$ cat config.mk
export PLATFORM = sky130hd
export DESIGN_NAME = mem_access_unit
export DESIGN_NICKNAME = d
export VERILOG_FILES = /design/src/rtl/mem_access_unit.sv
export SDC_FILE = /design/constraint.sdc
export NUM_CORES = 1
export LEC_CHECK = 0
export CAP_MARGIN = 20
export CORE_AREA = 3 3 137 139
export CTS_CLUSTER_SIZE = 28
export DETAILED_ROUTE_END_ITERATION = 10
export DIE_AREA = 0 0 140 142
export PLACE_DENSITY = 0.76
export SLEW_MARGIN = 15
export SYNTH_ARGS = -nofsm -noshare
export SYNTH_HDL_FRONTEND = slang
export SYNTH_SLANG_ARGS = --single-unit
export TNS_END_PERCENT = 30
$ cat constraint.sdc
create_clock -name clk -period 2.8 [get_ports clk]
set_clock_uncertainty 0.1 [all_clocks]
set_input_delay 0.28 -clock clk [delete_from_list [all_inputs] [get_ports clk]]
set_output_delay 0.28 -clock clk [all_outputs]
set_load 0.1 [all_outputs]
$ cat src/rtl/mem_access_unit.sv
// MEM-stage load/store unit: turns EX/MEM load/store requests into lane-masked,
// word-aligned data-memory accesses, aligns and extends load data, flags
// misaligned addresses and registers the outcome into the MEM/WB stage.
module mem_access_unit #(
    parameter int unsigned ADDR_W   = 32,
    parameter logic [4:0]  EXC_ADEL = 5'd4,
    parameter logic [4:0]  EXC_ADES = 5'd5
) (
    input  logic              clk,
    input  logic              rst,
    input  logic              ex_valid,
    input  logic              ex_rd,
    input  logic              ex_wr,
    input  logic [1:0]        ex_size,
    input  logic              ex_sext,
    input  logic [ADDR_W-1:0] ex_addr,
    input  logic [31:0]       ex_wdata,
    input  logic [31:0]       ex_alu_res,
    input  logic [4:0]        ex_wreg,
    input  logic [31:0]       ex_pc,
    input  logic              stall,
    input  logic              flush,
    output logic              dm_en,
    output logic [3:0]        dm_byte,
    output logic [ADDR_W-1:0] dm_addr,
    output logic [31:0]       dm_in,
    input  logic [31:0]       dm_out,
    output logic              wb_valid,
    output logic              wb_we,
    output logic [4:0]        wb_wreg,
    output logic [31:0]       wb_wdata,
    output logic              exc_valid,
    output logic [4:0]        exc_code,
    output logic [ADDR_W-1:0] exc_badvaddr,
    output logic [31:0]       exc_epc
);

    logic [1:0]  off;
    logic        is_byte;
    logic        is_half;
    logic        mem_op;
    logic        mis;
    logic        go;
    logic        live;
    logic        fault;
    logic        load;
    logic [3:0]  lane_mask;
    logic [31:0] store_rep;
    logic [7:0]  ld_byte;
    logic [15:0] ld_half;
    logic [31:0] load_data;

    logic              wb_valid_q,  wb_valid_d;
    logic              wb_we_q,     wb_we_d;
    logic [4:0]        wb_wreg_q,   wb_wreg_d;
    logic [31:0]       wb_wdata_q,  wb_wdata_d;
    logic              exc_valid_q, exc_valid_d;
    logic [4:0]        exc_code_q,  exc_code_d;
    logic [ADDR_W-1:0] exc_bad_q,   exc_bad_d;
    logic [31:0]       exc_epc_q,   exc_epc_d;

    // Decode access size, alignment and whether the slot advances this cycle.
    // Alignment only matters for memory ops, so ALU slots never fault.
    always_comb begin
        off     = ex_addr[1:0];
        is_byte = (ex_size == 2'b00);
        is_half = (ex_size == 2'b01);
        mem_op  = ex_rd | ex_wr;
        mis     = mem_op & ((is_half & off[0]) |
                            (~is_byte & ~is_half & (off != 2'b00)));
        go      = ex_valid & ~flush & ~stall;
        live    = go & ~mis;
        fault   = go & mis;
        load    = ex_rd & ~ex_wr;
    end

    // Drive the data memory: word-aligned address, lane mask and replicated store data.
    always_comb begin
        dm_en   = live & mem_op;
        dm_addr = {ex_addr[ADDR_W-1:2], 2'b00};
        if (is_byte) begin
            lane_mask = 4'b0001 << off;
            store_rep = {4{ex_wdata[7:0]}};
        end else if (is_half) begin
            lane_mask = 4'b0011 << off;
            store_rep = {2{ex_wdata[15:0]}};
        end else begin
            lane_mask = 4'b1111;
            store_rep = ex_wdata;
        end
        dm_byte = '0;
        dm_in   = '0;
        if (dm_en) begin
            dm_in = store_rep;
            if (ex_wr) begin
                dm_byte = lane_mask;
            end
        end
    end

    // Select the addressed byte/half from the read word and zero- or sign-extend it.
    always_comb begin
        case (off)
            2'd0:    ld_byte = dm_out[7:0];
            2'd1:    ld_byte = dm_out[15:8];
            2'd2:    ld_byte = dm_out[23:16];
            default: ld_byte = dm_out[31:24];
        endcase
        ld_half   = off[1] ? dm_out[31:16] : dm_out[15:0];
        load_data = dm_out;
        if (is_byte) begin
            load_data = {{24{ex_sext & ld_byte[7]}}, ld_byte};
        end else if (is_half) begin
            load_data = {{16{ex_sext & ld_half[15]}}, ld_half};
        end
    end

    // Next MEM/WB and exception state; bubbles keep wreg/wdata and exception info.
    always_comb begin
        wb_valid_d  = live;
        wb_we_d     = live & ~ex_wr;
        wb_wreg_d   = wb_wreg_q;
        wb_wdata_d  = wb_wdata_q;
        exc_valid_d = fault;
        exc_code_d  = exc_code_q;
        exc_bad_d   = exc_bad_q;
        exc_epc_d   = exc_epc_q;
        if (live) begin
            wb_wreg_d  = ex_wreg;
            wb_wdata_d = load ? load_data : ex_alu_res;
        end
        if (fault) begin
            exc_code_d = ex_wr ? EXC_ADES : EXC_ADEL;
            exc_bad_d  = ex_addr;
            exc_epc_d  = ex_pc;
        end
    end

    // MEM/WB pipeline register with synchronous reset.
    always_ff @(posedge clk) begin
        if (rst) begin
            wb_valid_q  <= 1'b0;
            wb_we_q     <= 1'b0;
            wb_wreg_q   <= '0;
            wb_wdata_q  <= '0;
            exc_valid_q <= 1'b0;
            exc_code_q  <= '0;
            exc_bad_q   <= '0;
            exc_epc_q   <= '0;
        end else begin
            wb_valid_q  <= wb_valid_d;
            wb_we_q     <= wb_we_d;
            wb_wreg_q   <= wb_wreg_d;
            wb_wdata_q  <= wb_wdata_d;
            exc_valid_q <= exc_valid_d;
            exc_code_q  <= exc_code_d;
            exc_bad_q   <= exc_bad_d;
            exc_epc_q   <= exc_epc_d;
        end
    end

    assign wb_valid     = wb_valid_q;
    assign wb_we        = wb_we_q;
    assign wb_wreg      = wb_wreg_q;
    assign wb_wdata     = wb_wdata_q;
    assign exc_valid    = exc_valid_q;
    assign exc_code     = exc_code_q;
    assign exc_badvaddr = exc_bad_q;
    assign exc_epc      = exc_epc_q;

endmodule

==> reports/results.tsv <==
metric	value	unit
first-pass GRT wire length	32.7	mm
Hold WS	217	ps
VDD IR-drop max	0.331	mV
Mapped Cells	715	
Critical Path RT	2420	ps
DR vias	6267	
post-cts repair resize count	0	
die area	19900	sq um
RD Place Congestion	0.833	
DIE HEIGHT	142	um
Worst setup SP type	input port	
Starting Density	31.0	%
final slew viol count	0	
R2R Setup Slk	2050	ps
Post-synth ARST share	0	%
HP Start	rst	
switching share of total power	36.2	%
Clock Tree Buf Depth	2	
io pins	353	
register share of total power	37.6	%
RSZ-0062 raised after global routing	yes	
P_sw	0.00151	W
Core ar.	17800	sq um
internal power	0.00265	W
post-synthesis cell type count	37	
sequential-to-total area share from yosys stat	38.5	%
Root Driver	clkbuf_16	
power per cell area	439	nW/um^2
Critical Path AT	2380	ps
Final Hold Violating Endpoints	0	
most frequent cells in the layout	buf_4, clkdlybuf4s50_1, nand2_1, dfxtp_1, a21oi_1	
Max Clk Rate	0.363	GHz
layout cells sized above 1	24.8	%
status	complete, no violations	
CP Capture Type	output port	
DP Area	9130	sq um
hold crit path type	input port to flip-flop	
Hold-fix buffers, CTS	0	
vias in the first global route	6001	
Top FF cell, synth	dfxtp_1	
nets	1203	
Port Buffers	347	
Area growth syn-to-layout	71.4	%
Final WS setup	42.8	ps
Syn Std Cell Area	5520	sq um
DR DRC count	0	
Comb pwr share	31.5	%
Mean Syn Cell Area	7.72	sq um
grt met1 use	25.0	%
Worst Path Max Fanout	13	
YS warnings	0	
Rows	49	
GRT busiest layer	met2	
CTS tree	yes	
FF+latch count, synth	106	
HPWL Detailed	16.5	mm
TritonCTS Buffers	9	
drt pass-1 iters	5	
clock power share	31.0	%
fin area	9460	sq um
Post-CTS Setup Bufs	0	
Total GRT Usage	20.4	%
Leak	3.78	nW
r2r worst-path depth	2	
leading cell type in the layout, fill and taps excluded	buf_4	
final worst-path cycle share	98.5	%
WHS Endpoint	wb_we$_SDFF_PP0_	
Initial DRC Count	396	
Routed WL	21.7	mm
WL per Instance	17.3	um
Slew @ Worst Pin	661	ps
CTS sink count	106	
Post-synth EDFFs	0	
initial antenna violation count	0	
count of final setup violators	0	
worst skew pair latency	340	ps
FF-to-FF End	exc_badvaddr[31]$_SDFFE_PP0P_	
max cap viols	0	
Overflow after GRT	0	
GRT met3 Usage	5.98	%
WS Path Type	input port to output port	
setup TNS	0	ps
number of diodes	0	
Worst-path clk slew	70	ps
Slew HR	54.8	%
Routed Antenna Nets	0	
maximum level of the CTS H-tree	3	
RR Startpoint	exc_badvaddr[31]$_SDFFE_PP0P_	
hold depth	3	
vias per cell	4.99	
Horiz. Die Dim	140	um
Place WS	-53.9	ps
largest net degree at the start of global routing	67	
Final min period	2760	ps
global routing usage on met2	35.0	%
## stage by stage
step / cells / util, % / total power, W
after global routing: 1256 / 53.2 / 0.00432
after floorplan: 719 / - / 0.00242
after detailed placement: 1240 / 51.4 / 0.00290
after CTS: 1256 / 53.0 / 0.00420
final: 1256 / 53.2 / 0.00415
after global placement: 1239 / 51.3 / 0.00289
## sequential cells by signal, summed over array words and instances (netlist names)
name,flops
exc_badvaddr,32
exc_code,2
exc_epc,32
exc_valid,1
wb_valid,1
wb_wdata,32
wb_we,1
wb_wreg,5
## how the worst max path moves through the flow
stage / start / endpoint / slack (ps) / cells after the start
floorplan: ex_addr[1] / dm_in[12] / -570 / 9
global placement: ex_addr[1] / wb_wdata[24]$_SDFFE_PP0N_ / -300 / 8
detailed placement: ex_addr[1] / wb_wdata[28]$_SDFFE_PP0N_ / -50 / 8
CTS: ex_addr[1] / dm_in[18] / 4 / 9
global route: ex_addr[0] / dm_in[3] / -30 / 9
finish: ex_addr[0] / dm_in[11] / 40 / 9
## cells by family after synthesis
kind of cell	Yosys count	synth area share, %
AOI/OAI and AO/OA	193	24.7
DFF	106	38.5
and+or+nand+nor	248	18.2
buffers and inverters	137	12.8
adders and majority gates	6	1.36
other	1	0.0680
muxes	24	4.35
## worst max-delay path: stages
cell and delay [ps]:
clkdlybuf4s50_1 520, inv_2 130, ha_1 180, a2bb2oi_1 80, a21bo_1 210, or2_2 300, buf_4 210, a21oi_1 240
buf_12 210
## power groups by stage
stage	combinational (W)	clock (W)	sequential, W
2_1_floorplan	0.000559	0	0.00186
3_3_place_gp	0.00130	0	0.00160
3_5_place_dp	0.00130	0	0.00160
4_1_cts	0.00131	0.00133	0.00156
5_1_grt	0.00137	0.00139	0.00157
6_report	0.00131	0.00129	0.00156
## routing by layer
layer  vias up  wire (um)
met4         0        425
met1      2897       8660
met3        29       1820
li1       3050          -
met2       291      10800
met5         -          0
## synthesized netlist by cell type (2+ instances only)
master	instances	area (sq um)
buf_6	6	67.6
nor2b_1	10	62.6
nor2_1	71	267
a2111oi_0	32	280
a32o_1	15	150
mux2i_1	24	240
dfxtp_1	106	2120
or2_2	2	12.5
nand2_1	148	556
o32ai_1	32	280
a22oi_1	8	60.1
clkbuf_1	41	154
ha_1	6	75.1
buf_2	7	35.0
buf_4	37	278
a211oi_1	8	60.1
and2_1	9	56.3
inv_1	38	143
a21oi_1	92	460
buf_1	6	22.5
## final cells by class
| class | instances | area [sq um] |
|---|---|---|
| repair buffers | 390 | 3860 |
| well taps | 229 | 287 |
| clock inverters | 6 | 56.3 |
| fillers | 1654 | 8320 |
| multi-input cells | 476 | 2740 |
| clock buffers | 10 | 239 |
| flip-flops and latches | 106 | 2120 |
| inverters | 39 | 146 |
(Power assumes the default switching activity.)
